File: config.mk
export PLATFORM = sky130hd
export DESIGN_NAME = clk_strobe_gen
export DESIGN_NICKNAME = d
export VERILOG_FILES = /design/src/rtl/clk_strobe_pkg.sv /design/src/rtl/strobe_nco.sv /design/src/rtl/clk_strobe_gen.sv
export SDC_FILE = /design/constraint.sdc
export NUM_CORES = 1
export LEC_CHECK = 0
export BUFFER_PORTS_ARGS = -buffer_cell sky130_fd_sc_hd__buf_2
export CAP_MARGIN = 10
export CORE_ASPECT_RATIO = 1.2
export CORE_MARGIN = 1.5
export CORE_UTILIZATION = 30
export CTS_CLUSTER_SIZE = 10
export DETAILED_ROUTE_END_ITERATION = 10
export SETUP_SLACK_MARGIN = 0.4
export SLEW_MARGIN = 5
export SYNTH_ARGS = -nofsm -noshare
export SYNTH_HDL_FRONTEND = slang
export SYNTH_SLANG_ARGS = --single-unit
File: constraint.sdc
create_clock -name clk -period 3.25 [get_ports clk]
set_input_delay 0.4875 -clock clk [delete_from_list [all_inputs] [get_ports clk]]
set_output_delay 0.4875 -clock clk [all_outputs]
set_load 0.01 [all_outputs]
File: src/rtl/clk_strobe_pkg.sv
// clk_strobe_pkg: shared FSM state type and default sizing for the strobe generator.
package clk_strobe_pkg;
    typedef enum logic [1:0] {WAIT_LOCK, SETTLE, RUN} state_e;
    localparam int NUM_CH_DEF     = 6;
    localparam int ACC_W_DEF      = 32;
    localparam int SETTLE_CYC_DEF = 1024;
    localparam int CH_W           = 3;
    localparam int CNT_W          = 16;
endpackage

File: src/rtl/strobe_nco.sv
// strobe_nco: one phase-accumulator channel; the add carry-out is the strobe.
module strobe_nco #(
    parameter int ACC_W = 32
) (
    input  logic             clk,
    input  logic             rst_n,
    input  logic             run_i,
    input  logic             clr_i,
    input  logic             we_i,
    input  logic [ACC_W-1:0] inc_i,
    output logic             strobe_o
);
    logic [ACC_W-1:0] acc_q, inc_q;
    logic             strobe_q;
    logic [ACC_W:0]   sum;

    assign sum      = {1'b0, acc_q} + {1'b0, inc_q};
    assign strobe_o = strobe_q;

    // The add uses the old increment, so a write takes effect on the next cycle.
    always_ff @(posedge clk or negedge rst_n) begin
        if (!rst_n) begin
            acc_q    <= '0;
            inc_q    <= '0;
            strobe_q <= 1'b0;
        end else begin
            if (we_i) inc_q <= inc_i;
            if (!run_i || clr_i) begin
                acc_q    <= '0;
                strobe_q <= 1'b0;
            end else begin
                {strobe_q, acc_q} <= sum;
            end
        end
    end
endmodule

File: src/rtl/clk_strobe_gen.sv
// clk_strobe_gen: lock-qualified multi-channel NCO clock-enable generator.
module clk_strobe_gen
    import clk_strobe_pkg::*;
#(
    parameter int NUM_CH     = NUM_CH_DEF,
    parameter int ACC_W      = ACC_W_DEF,
    parameter int SETTLE_CYC = SETTLE_CYC_DEF
) (
    input  logic              clk,
    input  logic              rst_n,
    input  logic              pll_locked,
    input  logic              cfg_we,
    input  logic [CH_W-1:0]   cfg_ch,
    input  logic [ACC_W-1:0]  cfg_inc,
    input  logic              cfg_clr,
    input  logic              resync,
    output logic [NUM_CH-1:0] strobe,
    output logic              ready
);
    logic [1:0]       sync_q;
    logic             lock_s;
    state_e           state_q, state_d;
    logic [CNT_W-1:0] cnt_q;
    logic             ready_q;
    logic             run_d;

    assign lock_s = sync_q[1];
    assign state_d = !lock_s ? WAIT_LOCK :
                     (state_q == WAIT_LOCK) ? SETTLE :
                     (state_q == SETTLE && cnt_q == CNT_W'(SETTLE_CYC - 1)) ? RUN : state_q;
    // Channels follow the next state so strobes line up with ready and never leak past lock loss.
    assign run_d = (state_d == RUN);
    assign ready = ready_q;

    always_ff @(posedge clk or negedge rst_n) begin
        if (!rst_n) begin
            sync_q  <= '0;
            state_q <= WAIT_LOCK;
            cnt_q   <= '0;
            ready_q <= 1'b0;
        end else begin
            sync_q  <= {sync_q[0], pll_locked};
            state_q <= state_d;
            cnt_q   <= (state_q == SETTLE) ? cnt_q + 1'b1 : '0;
            ready_q <= run_d;
        end
    end

    for (genvar i = 0; i < NUM_CH; i++) begin : g_ch
        logic sel;
        assign sel = cfg_we && (cfg_ch == CH_W'(i));
        strobe_nco #(.ACC_W(ACC_W)) u_nco (
            .clk      (clk),
            .rst_n    (rst_n),
            .run_i    (run_d),
            .clr_i    (resync || (sel && cfg_clr)),
            .we_i     (sel),
            .inc_i    (cfg_inc),
            .strobe_o (strobe[i])
        );
    end
endmodule

==> impl_metrics.py <==
metrics = {
    "cells_and_area": {
        "area_growth_pct": 17.1,
        "fin_nets": 2572,
        "diodes": 0,
        "drive_gt1_share_pct": 20.8,
        "fill_cells": 7576,
    },
    "worst_setup_path": {
        "worst-path-max-fanout": 3,
        "cp_cell_sequence": "ha_2, inv_2, fa_2, nor2b_2, o21a_1, o211ai_1, a211oi_2, o21ai_2, a211o_1, a31oi_4, o31ai_2, and3_1, nor3_2",
        "critPathMaxStageDelay_ns": 0.36,
        "cp.arrival_ns": 3.36,
        "cp-end-kind": "flop",
        "cp-start-kind": "flop",
        "required_ns": 3.78,
        "critPathKind": "reg2reg",
        "cp_slowest_cell": "a211o_1",
    },
    "global_route": {
        "grt_max_degree": 87,
        "grt_pass1_wl_um": 93000,
        "antenna_found_initial": 12,
        "grt_overflow": 0,
        "grt_pass1_vias": 17100,
        "grt.total_usage_pct": 14.9,
    },
    "yosys": {
        "synth_edf_count": 0,
        "synth_adder_area_share_pct": 10.9,
        "syn_nets": 2468,
        "synth_top_family_by_area": "compound AO/OA/AOI/OAI gates",
        "synthFlopType": "dfrtp_1",
        "synthXorXnorAreaFrac_pct": 6.15,
        "synth_cells": 2228,
        "synth_warnings": 0,
        "yosysSeqAreaShare_pct": 44.3,
        "synthArstFlopShare_pct": 100,
        "synth_simple_gate_area_share_pct": 11.8,
        "synth_area_um2": 23200,
        "yosysTopAreaCell": "dfrtp_1",
        "synth_compound_area_share_pct": 15.2,
        "synth_cell_types": 76,
        "syn_avg_cell_area_um2": 10.4,
        "ys_top_cells_by_area": "dfrtp_1 (44%), ha_1 (10%), mux2_2 (9.1%)",
        "synth_top_area_share_pct": 44.3,
        "synthMuxAreaShare_pct": 9.21,
        "ys_ff_latch": 411,
    },
    "timing": {
        "skew_ns": 0.0349,
        "fin_crit_sh_pct": 87.2,
        "fmax_mhz": 353,
        "tns_ns": 0,
        "drv_slew": 0,
        "relSlewSlack_pct": 44.8,
        "grt_setup_unrepaired": "yes",
        "setup_violations": 0,
        "hold_violations": 0,
        "layout_min_cycle_time_ns": 2.83,
        "holdWs_ns": 0.336,
        "worstMarginPinSlew_ns": 0.828,
    },
    "drt": {
        "wl_per_cell_um": 17.4,
        "avgViaCountPerCell": 4.96,
        "drc": 0,
        "wirelength_um": 58500,
        "final_antenna_net_count": 0,
        "firstDrtPassIters": 5,
        "drt_iter0_markers": 783,
        "detailroute.via_count": 16700,
    },
    "die": {
        "start_util_pct": 30.3,
        "core_um2": 76500,
        "die-width_um": 257,
        "rows": 111,
        "dieArea_um2": 79000,
        "pin_count": 48,
        "die_y_um": 308,
    },
    "clock_network": {
        "cts_buffers": 49,
        "cts_tree": "built",
        "clk_latency_ns": 0.62,
        "cts.path.max_buffers": 3,
        "clkTransAtPathRegs_ns": 0.06,
        "clockRootBuffer": "clkbuf_16",
        "htree_levels": 2,
        "cts_num_sinks": 411,
    },
    "min_path": {
        "hp-class": "in2reg",
    },
    "flow_run": {
        "cap_violations": 0,
    },
    "power": {
        "vdd_drop_max_uv": 368,
        "power_density_nw_per_um2": 507,
        "power.leakage_nw": 12.8,
    },
    "placed_design": {
        "hpwl_um": 39800,
        "port_buffers": 47,
        "globalplace.congestion": 0.824,
    },
    "status": {
        "status": "completed",
    },
}
[critical path, delay by kind of cell, from the launching register on]
kind / cells / cell delay (ns)
AO/OA/AOI/OAI: 7 / 1.38
adder cells (fa/ha/maj): 2 / 0.53
AND/OR/NAND/NOR: 3 / 0.48
flip-flops: 1 / 0.34
buffers and inverters: 1 / 0.04
[state kept, by name, indices dropped and copies added, names as in the netlist]
name / cells
sync_q: 2
g_ch.u_nco.strobe_o: 6
state_q: 2
cnt_q: 16
g_ch.u_nco.acc_q: 192
g_ch.u_nco.inc_q: 192
ready: 1
[cells by family after synthesis]
family / after synthesis
simple gates: 589
buf+inv: 137
fa+ha+maj: 199
xor+xnor: 163
flops: 411
compound gates: 539
mux: 190
[routing by layer]
metal,global-route usage (%),share of wire (%),vias up
li1,-,-,8132
met1,19.0,45,8263
met2,25.5,48,234
met3,1.88,3.4,90
met4,5.99,3.8,2
met5,0,0.022,-
[cell type report]
type | instances | area, um2 | share of cell area [%]
inverter | 65 | 244 | 0.898
tap | 1017 | 1270 | 4.68
timing repair buffer | 125 | 973 | 3.58
multi-input combinational | 1680 | 12900 | 47.7
clock buffer | 68 | 1320 | 4.85
clock inverter | 5 | 126 | 0.465
sequential | 411 | 10300 | 37.9
[cell usage in the layout (no fill, tap or decap), types with 13 or more instances in the layout]
cell type and n:
a31oi_1 21, xor2_1 92, clkbuf_1 17, nor3_1 34, mux2_2 188, a21o_1 102
and3_1 20, o21ai_0 82, nand2b_1 31, nand3_1 38, clkbuf_16 49, inv_1 62
xnor2_1 70, o21a_1 18, o211ai_1 13, nor2_1 244, nand4_1 18, ha_1 178
o21bai_1 20, and2_1 15, buf_2 46, a21oi_1 151, nor2b_1 30, buf_4 65
dfrtp_1 411, nand2_1 106
[timing repair]
| item | in CTS | in global routing |
|---|---|---|
| gates resized for setup | 41 | 83 |
| setup endpoints to repair | 36 | 55 |
| pin swaps | 23 | 63 |
| hold buffers | 2 | 0 |
| endpoints found under the hold margin | 51 | 0 |
| setup buffers | 8 | 17 |
[through the flow]
step / area [um2] / total power (W) / util [%] / setup WS, ns / cells
2_1_floorplan: 23200 / 0.00793 / - / 0.424 / 2228
3_3_place_gp: 25000 / 0.00861 / 32.6 / 0.191 / 3271
3_5_place_dp: 25000 / 0.00865 / 32.6 / 0.132 / 3271
4_1_cts: 26700 / 0.0139 / 34.9 / 0.321 / 3354
5_1_grt: 27200 / 0.0145 / 35.5 / 0.245 / 3371
6_report: 27200 / 0.0138 / 35.5 / 0.416 / 3371
[final timing paths]
check	start	endpoint	slack [ns]	cells past startpoint
worst max-delay path	g_ch[0].u_nco.inc_q[0]	g_ch[0].u_nco.acc_q[28]	0.42	13
worst min-delay path	cfg_inc[1]	g_ch[4].u_nco.inc_q[1]	0.34	3
worst max register to register	g_ch[0].u_nco.inc_q[0]	g_ch[0].u_nco.acc_q[28]	0.42	13
worst min register to register	sync_q[0]	sync_q[1]	0.36	0
max in group asynchronous	rst_n	g_ch[1].u_nco.acc_q[27]	1.91	3
min in group asynchronous	rst_n	g_ch[5].u_nco.acc_q[17]	0.50	2
[synthesized netlist by cell type (5+ instances only)]
cell and number:
inv_1 65, mux2_2 188, o21ai_1 6, nor2b_1 35
nand3_1 39, a211o_1 5, nor3b_1 10, and2_1 15
xor2_1 92, a21o_2 5, a21boi_0 5, nor3_1 39
nand4_1 18, nand2_1 107, ha_1 193, clkbuf_1 57
a211oi_1 14, o31ai_1 6, o211ai_1 13, buf_1 5
o221ai_1 6, a21oi_1 161, nor2_1 247, nand2b_1 31
o21ai_0 96, buf_4 6, a31oi_1 30, xnor2_1 71
a21o_1 103, dfrtp_1 411, o21a_1 18, o21bai_1 20
a2111oi_0 7, or3_1 7, fa_1 6, and3_1 22
[where the power goes]
part	leakage, nW	internal [W]	switching, W
clock network	0.695	0.00296	0.00218
registers	5.36	0.00565	0.000324
logic	6.79	0.00119	0.00148
Power figures use the tool's default switching activity.
